File: config.mk
export PLATFORM = sky130hd
export DESIGN_NAME = fifo_read_port
export DESIGN_NICKNAME = d
export VERILOG_FILES = /design/src/rtl/fifo_read_port.sv
export SDC_FILE = /design/constraint.sdc
export NUM_CORES = 1
export LEC_CHECK = 0
export BUFFER_PORTS_ARGS = -buffer_cell sky130_fd_sc_hd__buf_4
export CAP_MARGIN = 20
export CORE_MARGIN = 3
export CORE_UTILIZATION = 58
export CTS_BUF_LIST = sky130_fd_sc_hd__clkbuf_8
export CTS_CLUSTER_SIZE = 24
export DETAILED_ROUTE_END_ITERATION = 12
export PLACE_DENSITY = 0.92
export SLEW_MARGIN = 10
export SYNTH_ARGS = -nofsm -noshare
export SYNTH_HDL_FRONTEND = slang
export SYNTH_SLANG_ARGS = --single-unit
File: constraint.sdc
create_clock -name clk -period 11.67 [get_ports clk]
set_clock_uncertainty 0.2 [all_clocks]
set_input_delay 1.167 -clock clk [delete_from_list [all_inputs] [get_ports clk]]
set_output_delay 1.167 -clock clk [all_outputs]
set_load 0.05 [all_outputs]
File: src/rtl/fifo_read_port.sv
// Two-entry skid buffer between an upstream FIFO and a valid/ready consumer.
// The upstream FIFO is popped whenever a slot is free, so the consumer can take one entry per cycle.
module fifo_read_port #(
  parameter int DATA_WIDTH  = 32,
  parameter int COUNT_WIDTH = 16
) (
  input  logic                   clk,
  input  logic                   rst,
  input  logic                   fifo_valid,
  input  logic [DATA_WIDTH-1:0]  fifo_data_out,
  output logic                   fifo_pop,
  input  logic                   flush,
  output logic                   out_valid,
  output logic [DATA_WIDTH-1:0]  out_data,
  input  logic                   out_ready,
  output logic [COUNT_WIDTH-1:0] pop_count
);

  typedef enum logic [1:0] {EMPTY, ONE, TWO} state_e;

  state_e                 state_q, state_d;
  logic [DATA_WIDTH-1:0]  head_q, head_d;
  logic [DATA_WIDTH-1:0]  tail_q, tail_d;
  logic [COUNT_WIDTH-1:0] pop_count_q, pop_count_d;
  logic                   xfer;

  always_comb begin
    fifo_pop    = fifo_valid & ~flush & ~rst & (state_q != TWO);
    out_valid   = (state_q != EMPTY);
    out_data    = head_q;
    xfer        = out_valid & out_ready;
    state_d     = state_q;
    head_d      = head_q;
    tail_d      = tail_q;
    pop_count_d = pop_count_q + {{(COUNT_WIDTH-1){1'b0}}, fifo_pop};
    unique case (state_q)
      EMPTY: if (fifo_pop) begin
        head_d  = fifo_data_out;
        state_d = ONE;
      end
      ONE: begin
        // Pop and transfer together: the new entry replaces the head directly.
        if (fifo_pop && xfer) head_d = fifo_data_out;
        else if (fifo_pop) begin
          tail_d  = fifo_data_out;
          state_d = TWO;
        end else if (xfer) state_d = EMPTY;
      end
      TWO: if (xfer) begin
        head_d  = tail_q;
        state_d = ONE;
      end
      default: state_d = EMPTY;
    endcase
    if (flush) state_d = EMPTY;
  end

  always_ff @(posedge clk) begin
    if (rst) begin
      state_q     <= EMPTY;
      pop_count_q <= '0;
    end else begin
      state_q     <= state_d;
      pop_count_q <= pop_count_d;
    end
  end

  // Payload registers carry no reset; occupancy state qualifies them.
  always_ff @(posedge clk) begin
    head_q <= head_d;
    tail_q <= tail_d;
  end

  assign pop_count = pop_count_q;

endmodule
# == Word-level counts from Yosys, hierarchy flattened ==
# Index checks and enable logic that the tools add are counted.
# op_classes
n_reduce_logical,8
n_bitwise,7
n_eq_ne,8
muxes,10
addsub,1
# ops
cell,count
2-to-1 mux 32 bit,3
case mux 32 bit (3 select lines),1
adder 16 x 1 -> 16 bit,1
2-to-1 mux 2 bit,5
!= test 2 bit (second input constant),5
AND reduction 4 bit,2
case mux 2 bit (3 select lines),1
AND 1 bit,4
!= test 3 bit (second input constant),1
inverter 1 bit,3
AND reduction 3 bit,1
nonzero test 3 bit,1
equality test 2 x 1 -> 1 bit (second input constant),1
equality test 2 bit (second input constant),1
zero test 2 bit,1
nonzero test 2 bit,1
OR reduction 2 bit,1
logical AND 1 bit,1
# totals
ff_bits,82
wordCells,38
inputBits,37
out_inout_bits,50

# == Logic depth before layout (Yosys ltp) ==
# Gate-level depths: netlist (run 1).
# depth
depth_word,7
depth_mapped,10

# == Worst setup path before layout (run 1) ==
# OpenSTA, ideal clock, no wires.
# synth_timing
path_type,input to register
from,input flush
to,"register head_q[0], in the netlist out_data[0], enable pin"
setup_ps,470
path_stages,2
required_time_ps,11000
setup_slack_ps,6966
arrival_ps,4034
path_cell_list,or3b_4 o31ai_1
# synth_via
elab_chain_len,7
elab_cells_between_ends,8
cone_classes,eq/ne (2); bitwise (4); reduce/logical (2)
# synth_lines
item,line_no,rtl
"start, declared",12,"input logic flush,"
inverter 1 bit *,28,fifo_pop = fifo_valid & ~flush & ~rst & (state_q != TWO);
AND 1 bit * (3 in a row),28,
logical AND 1 bit,43,if (fifo_pop && xfer) head_d = fifo_data_out;
!= test 2 bit (no source line),n/a,
AND reduction 4 bit (no source line) *,n/a,
"end signal, assigned",70,head_q <= head_d;
"end, declared",22,"logic [DATA_WIDTH-1:0] head_q, head_d;"
# Every way passes the cells marked *; elsewhere a longest branch is shown, timed or not.
# A chain may end at the register's enable or synchronous reset.

# == Worst setup path after layout (run 1) ==
# layout_timing
from,input rst
to,output fifo_pop
# layout_via
elab_chain_len,3
# layout_lines
item,line_no,rtl
"start, declared",8,"input logic rst,"
inverter 1 bit,28,
AND 1 bit (2 in a row),28,
"end, declared",11,"output logic fifo_pop,"
# Every way passes these cells.

==> results of run 1 <==
## registers in the layout, indices dropped and copies added, names as in the netlist
register   flops
tail_q        32
out_data      32
state_q        2
pop_count     16
## cells by family after synthesis
group	count (synthesis)
buffers and inverters	14
muxes	4
xor gates and xnor gates	10
adders and majority gates	2
and+or+nand+nor	150
DFF	82
AOI/OAI and AO/OA	7
## synthesized netlist by cell type (all sizes together)
library cell	n
nor2	16
o22ai	1
nand3	4
edfxtp	64
or2	1
and4	1
ha	2
and2	1
nand3b	1
o21ai	2
nor4	3
buf	2
inv	3
o31ai	1
nand2	100
xnor2	6
or3b	1
nand2b	1
mux2	2
or3	3
nand4	6
mux2i	2
a21oi	2
nor3	4
or4b	1
nor2b	5
xor2	4
clkbuf	9
dfxtp	18
o21a	1
nor3b	2
## path summary, 6_finish.rpt
kind                            cells after the start       endpoint       start
worst min register to register                      2   out_data[23]  tail_q[23]
worst min-delay path                                2   out_data[23]  tail_q[23]
worst max-delay path                                4       fifo_pop         rst
worst max register to register                      8  pop_count[12]  state_q[0]
## critical path, stage by stage
cell,delay [ps]
sky130_fd_sc_hd__buf_4,180
sky130_fd_sc_hd__or3b_4,420
sky130_fd_sc_hd__nor2_1,160
sky130_fd_sc_hd__buf_4,230
## final cells by class
cell class / instances / area share (%)
Inverter: 3 / 0.273
Multi-Input combinational cell: 173 / 21.2
Tap cell: 70 / 2.13
Sequential cell: 82 / 55.4
Clock buffer: 10 / 3.34
Clock inverter: 6 / 1.28
Timing Repair Buffer: 90 / 16.4
## metal layers
layer / global-route usage, % / vias to the layer above / share of wire [%]
met1: 24.2 / 1046 / 39
li1: - / 1098 / -
met3: 5.49 / 9 / 6.4
met5: 0 / - / 0
met4: 6.76 / 0 / 1.1
met2: 37.8 / 80 / 54
## power breakdown
| group | leakage, nW | internal, mW | switching (mW) |
|---|---|---|---|
| clock network | 0.104 | 0.102 | 0.0905 |
| logic | 0.865 | 0.0163 | 0.0255 |
| registers | 0.727 | 0.319 | 0.00151 |
| total | 1.69 | 0.437 | 0.118 |
==> flow_results.org, run 1 <==
** Finish
- Commonest cells after routing, fill and taps aside :: sky130_fd_sc_hd__nand2_1, sky130_fd_sc_hd__buf_4, sky130_fd_sc_hd__edfxtp_1
- Across the whole layout, storage elements account for approximately 0.0023 mm².
- After the flow finishes, the layout carries non-filler instances totaling around 430.
- In the final layout, the multi-input gates occupy 875 µm².
- Fin area :: 0.00412 mm²
- Once layout is complete, the utilization of the core stands at 79.2%.
- The layout has 339 filler cells.
- Layout Area Growth over Synthesis :: 29.2%
- Antenna diode instance count :: 0
- Of the cells placed in the final design, the portion with a size suffix greater than 1 is 30.2%.
- Final nets :: approximately 400
- Most common cell after layout, fill and taps aside :: sky130_fd_sc_hd__nand2_1

** Synthesis
- Synthesized instance count :: 269
- Synthesis inferred 82 register bits.
- Synthesized-area fraction occupied by and/or/nand/nor cells :: 20.6%
- The largest total area in the synthesized netlist belongs to sky130_fd_sc_hd__edfxtp_1.
- Cell types with the largest area share after synthesis :: sky130_fd_sc_hd__edfxtp_1, sky130_fd_sc_hd__nand2_1, sky130_fd_sc_hd__dfxtp_1, sky130_fd_sc_hd__nor2_1, sky130_fd_sc_hd__xnor2_1
- The synthesized netlist devotes less than 1% of its cell area to adder and majority cells.
- Number of distinct library cells after synthesis :: 32
- Nets in the synthesized netlist :: 308
- The synthesized netlist devotes 1.29% of its cell area to compound gates.
- Parity-gate share of the synthesized area counting xor and xnor cells :: 2.75%
- Share of synthesized area spent on multiplexers :: 1.33%
- Sequential fraction of the synthesis area :: 71.6%
- The share of synthesized area in the top cell type comes to between 60% and 70%.
- A synthesized cell averages 11.9 µm².
- Summed instance area of the synthesized netlist :: 0.00319 mm²
- Number of warnings printed during yosys synthesis :: 0
- By area, the combinational part of the netlist is dominated by simple AND/OR/NAND/NOR gates.

** Placed design
- The congestion estimate from routability-driven global placement came to 0.837.
- Area post-placement :: 0.00393 mm²
- Prior to clock tree synthesis, the placed netlist has a worst setup slack of between 8000 and 9000 ps.
- Count of placed standard cells including taps :: 418
- Once detailed placement completed, the half-perimeter wirelength came to 4.43 mm.
- Number of buffers inserted by port buffering :: 86

** GRT
- Number of antenna violations at the first check in global routing :: 0
- The via count of the first global-routing pass is roughly 2200.
- For this run the aggregate overflow at the end of global routing stands at 0.
- The first global-routing pass estimated 10.1 mm of wire.
- Global routing used 21.0% of the available tracks across all layers.
- Entering global routing, the biggest net connects 35 pins.

** Power and ir drop
- Tot Pwr :: 555 µW
- The worst-case IR drop observed on VDD is 0.0666 mV.
- For this design the static power due to leakage is 1.69 nW.
- For this design the ratio of total power to cell area is 135 mW/mm².

** Worst setup path
- WS Path Type :: input pin to primary output
- For flop-to-flop paths, the worst setup slack is roughly 9400 ps.
- Critical Path Source Type :: input pin
- STA classifies the critical path endpoint as a primary output.
- Arrival time at the worst endpoint :: 2160 ps
- Worst Path Required :: 10300 ps
- Maximum fanout encountered on the critical timing path :: 20

** Timing
- Unrepaired setup endpoints after global routing :: no
- Setup violations remaining at the end of the flow were counted as 0.
- Counting I/O delays and the setup requirement, the final critical path takes 3520 ps.
- Pin slew with the least headroom to its limit :: 438 ps
- Final worst path period share :: 30.2%
- In the final timing run, aggregate negative setup slack is 0 ps.
- The total count of hold-check failures in the final report was 0.
- Final number of max-transition violations :: 0
- Final critical-path setup slack :: 8150 ps
- Hold is met by 312 ps.
- Derived from the worst setup path, the maximum achievable clock frequency is ~280 MHz.
- Normalized max-slew margin :: 70.8%

** Outcome
- The run finished with clean final reports.

** Clock network
- The root buffer cell chosen for the clock tree is sky130_fd_sc_hd__clkbuf_8.
- In this run the number of H-tree levels came out at 3.
- Clock tree synthesis found a total of 82 sinks.
- CTS buffer count :: 9
- Setup Buffers After CTS :: 0
- At the later pin of the worst-skew pair, clock insertion delay measures 330 ps.
- Worst-case clock buffer depth :: 2
- Hold Buf Count CTS :: 0
- Clock tree from TritonCTS :: yes
- Clock-pin slew was measured on the worst setup and hold paths at 70 ps.
- The number of gates resized after CTS was 0.

** Detailed routing
- Remaining DRCs :: 0
- First drt pass iteration count :: 4
- Wire per inst :: 14.8 µm
- Wires add up to between 6 and 7 mm.
- After the first detailed-routing iteration, the DRC count stood at 120.
- Total via count after detailed routing :: 2233
- Routed Antenna Nets :: 0
- Vias/cell :: 5.15

** Job
- Number of maximum-capacitance constraint violations :: 0

** Floorplan
- Measured along the y axis, the die boundary spans 80.2 µm.
- Die Area :: between 0.006 and 0.007 mm²
- Number of placed I/O pins :: 87
- Floorplan row count :: 26
- Once the floorplan was initialized, standard cells occupied 61.3% of the core.
- Core area :: around 0.0052 mm²
- Horiz. Die Dim :: about 80 µm

** Hold path
- The path class of the tightest hold or removal check is flop to flop.
(Power assumes the default switching activity.)
==> run 2: changes to the inputs <==
--- a/config.mk
+++ b/config.mk
@@ -8,11 +8,11 @@
 export BUFFER_PORTS_ARGS = -buffer_cell sky130_fd_sc_hd__buf_4
 export CAP_MARGIN = 20
 export CORE_MARGIN = 3
-export CORE_UTILIZATION = 58
+export CORE_UTILIZATION = 49
 export CTS_BUF_LIST = sky130_fd_sc_hd__clkbuf_8
 export CTS_CLUSTER_SIZE = 24
 export DETAILED_ROUTE_END_ITERATION = 12
-export PLACE_DENSITY = 0.92
+export PLACE_DENSITY = 0.83
 export SLEW_MARGIN = 10
 export SYNTH_ARGS = -nofsm -noshare
 export SYNTH_HDL_FRONTEND = slang
==> constraint.sdc (replaced) <==
create_clock -name clk -period 2.9 [get_ports clk]
set_clock_uncertainty 0.2 [all_clocks]
set_input_delay 0.29 -clock clk [delete_from_list [all_inputs] [get_ports clk]]
set_output_delay 0.29 -clock clk [all_outputs]
set_load 0.05 [all_outputs]
==> run 2 against run 1 <==
  * Register-to-register slack worse by 8600 ps
  * Clock power rose to 3.6 times the previous value
  * Setup slack got worse by 7400 ps
  * Die area up 17%
  * Highest routed layer unchanged
  * First-iteration DRC count is 28% lower
  * Critical endpoint is now pop_count[14]
  * Wire length is 11% higher
  * Largest cell class unchanged
  * Sequential power rose to 4.0 times the previous value
  * Hold slack worse by 280 ps
  * Flip-flop and latch count stayed put
  * Clock-buffer cell count down 1
==> flow_results.org, run 2 (synthesis gave the netlist of run 1 again) <==
** Floorplan
- Starting Density :: 52.3% (-9.0 points)
- Core area :: 0.00610 mm² (+17%)
- The number of top-level design ports is 87 (unchanged).
- The number of rows created at floorplan is 28 (+7.7%).
- The die boundary height is 86.7 µm (+8.1%).
- Horiz. Die Dim :: 86.7 µm (+8.1%)
- Die Area :: 0.00751 mm² (+17%)

** Power and ir drop
- Highest ir drop seen on vdd :: 0.312 mV (+370%)
- Pwr per Cell Area :: 495 mW/mm² (+270%)
- Static leakage :: 1.81 nW (+6.6%)

** Timing
- Final worst path period share :: around three quarters
- Pin slew with the least headroom to its limit :: 448 ps (+10.4 ps)
- Unrepaired setup endpoints after global routing :: no
- The number of max-slew violations in the final report came to 0 (unchanged).
- The relative slew slack came to 70.1% (-0.69 points).
- Number of hold violations in the final report :: 0 (unchanged)
- Timing would allow up to 466 MHz.
- The total negative slack for setup checks is 0 ps (unchanged).
- Final setup violation count :: 0 (unchanged)
- The smallest clock period supported by the final layout is computed as between 2000 and 2500 ps.

** GRT
- Number of antenna violations at the first check in global routing :: 0 (unchanged)
- The wire length of the first global-routing pass is 11.4 mm (+13%).
- The largest net degree at the start of global routing was 34 (-2.9%).
- Via count of the first global-routing pass :: 2389 (+9.3%)
- The remaining global-route overflow is 0 (unchanged).
- Tot GR Track Use :: 20.1% (-0.91 points)

** Finish
- Fraction of final layout cells with drive strength greater than 1 :: 28.2% (-2.0 points)
- Leaving out fill and tap cells, the most frequent cell in the layout is sky130_fd_sc_hd__nand2_1.
- The register cell area after layout was 0.00228 mm² (unchanged).
- Layout Area Growth over Synthesis :: 39.0%
- The count of antenna diodes in the layout was 0 (unchanged).
- Utilization after layout :: 72.7% (-6.4 points)
- Total area of multi-input combinational cells :: 881 µm² (+0.72%)
- Commonest cells after routing, fill and taps aside :: sky130_fd_sc_hd__nand2_1, sky130_fd_sc_hd__buf_4, sky130_fd_sc_hd__edfxtp_1
- FILL cells :: 453 (+34%)
- Final nets :: 431 (+8.3%)

** Placed design
- The post-detailed-placement half-perimeter wirelength is 4.52 mm (+2.1%).
- The count of port buffers added during placement is 86 (unchanged).
- The global placement routability congestion is 0.801 (-4.3%).

** Detailed routing
- First drt pass iteration count :: 5 (+1)
- The detailed-route DRC error count was 0 (unchanged).
- The mean routed wirelength per cell came to 15.1 µm (+2.5%).
- The count of antenna-violating nets left after detailed routing is 0 (unchanged).
- DR iter-0 viols :: 86 (-28%)
- Total length of routed wires :: 7.14 mm (+11%)
- Vias/cell :: 4.99 (-3.1%)
- The number of vias in the routed layout is 2354 (+5.4%).

** Job
- Number of maximum-capacitance constraint violations :: 0 (unchanged)

** Worst setup path
- The worst setup path is launched from a flop.
- The worst setup path is captured at a flop.
- By startpoint and endpoint, the worst setup path is classified as flop to flop.
- The worst-path maximum fanout is 6 (-70%).
- The data arrival time at the worst-slack endpoint came to 2190 ps (+30 ps).
- The required time of the worst setup path is 2940 ps (-7360 ps).

** Clock network
- TritonCTS built the clock tree.
- Root Buffer :: sky130_fd_sc_hd__clkbuf_8
- Worst-Skew Late Latency :: 340 ps (about the same)
- Clock H-tree levels :: 3 (unchanged)
- Post-CTS Resized :: 0 (unchanged)
- Clock transition at path regs :: 80 ps (about the same)
- Clock tree sinks :: 82 (unchanged)
- The total clock buffers created by CTS came to 9 (unchanged).
- The maximum clock path buffer count came to 2 (unchanged).

** Outcome
- Run status :: finished, final reports clean

** Hold path
- Type of the worst min-delay path :: input pin to flop
run 2: power by group:
group | switching [mW] | internal (mW) | total, mW | leakage, nW
registers | 0.00707 | 1.28 | 1.29 | 0.727
logic | 0.110 | 0.0947 | 0.205 | 1.00
clock network | 0.399 | 0.299 | 0.699 | 0.0775
total | 0.517 | 1.68 | 2.20 | 1.81
run 2: cell type report:
cell class                 instances  area share [%]
sequential                        82            51.5
timing repair buffer             123            22.6
multi-input combinational        173            19.9
clock buffer                       9            2.79
tap                               75            2.12
clock inverter                     7           0.875
inverter                           3           0.254
run 2: stage by stage:
step | area [µm²] | power, mW | setup WS, ps | hold slack, ps | instances
after floorplan | 3200 | 1.41 | 39.7 | 189 | 269
after global placement | 3950 | 1.48 | 723 | 278 | 424
after detailed placement | 3950 | 1.49 | 633 | 279 | 424
after CTS | 4430 | 2.20 | 783 | 14.0 | 472
after global routing | 4430 | 2.28 | 571 | 33.3 | 472
final | 4430 | 2.20 | 756 | 27.7 | 472
run 2: what timing repair did:
action,in CTS,in global routing
hold buffers,32,0
endpoints found under the setup margin,0,0
buffers inserted,0,0
endpoints found under the hold margin,32,0
run 2: layer usage:
metal	wire length (µm)	vias to the layer above	GRT usage (%)	part of all wire [%]
li1	-	1167	-	-
met1	2890	1103	23.6	41
met2	3700	68	34.6	52
met3	361	16	5.51	5.1
met4	183	0	8.36	2.6
met5	0	-	0	0
run 2: path summary, 6_finish.rpt:
kind	start	end	slack (ps)	cells after the start
setup / recovery	state_q[0]	pop_count[14]	760	8
setup reg to reg	state_q[0]	pop_count[14]	760	8
hold / removal	flush	state_q[1]	30	3
hold reg to reg	tail_q[0]	out_data[0]	310	2
run 2: worst max-delay path, stage by stage (launching register included):
cell	delay, ps
sky130_fd_sc_hd__dfxtp_1	410
sky130_fd_sc_hd__nand2b_1	150
sky130_fd_sc_hd__nand4_1	190
sky130_fd_sc_hd__inv_1	100
sky130_fd_sc_hd__ha_1	230
sky130_fd_sc_hd__nand4_1	180
sky130_fd_sc_hd__nor4_1	360
sky130_fd_sc_hd__xnor2_1	160
sky130_fd_sc_hd__nor2_1	50
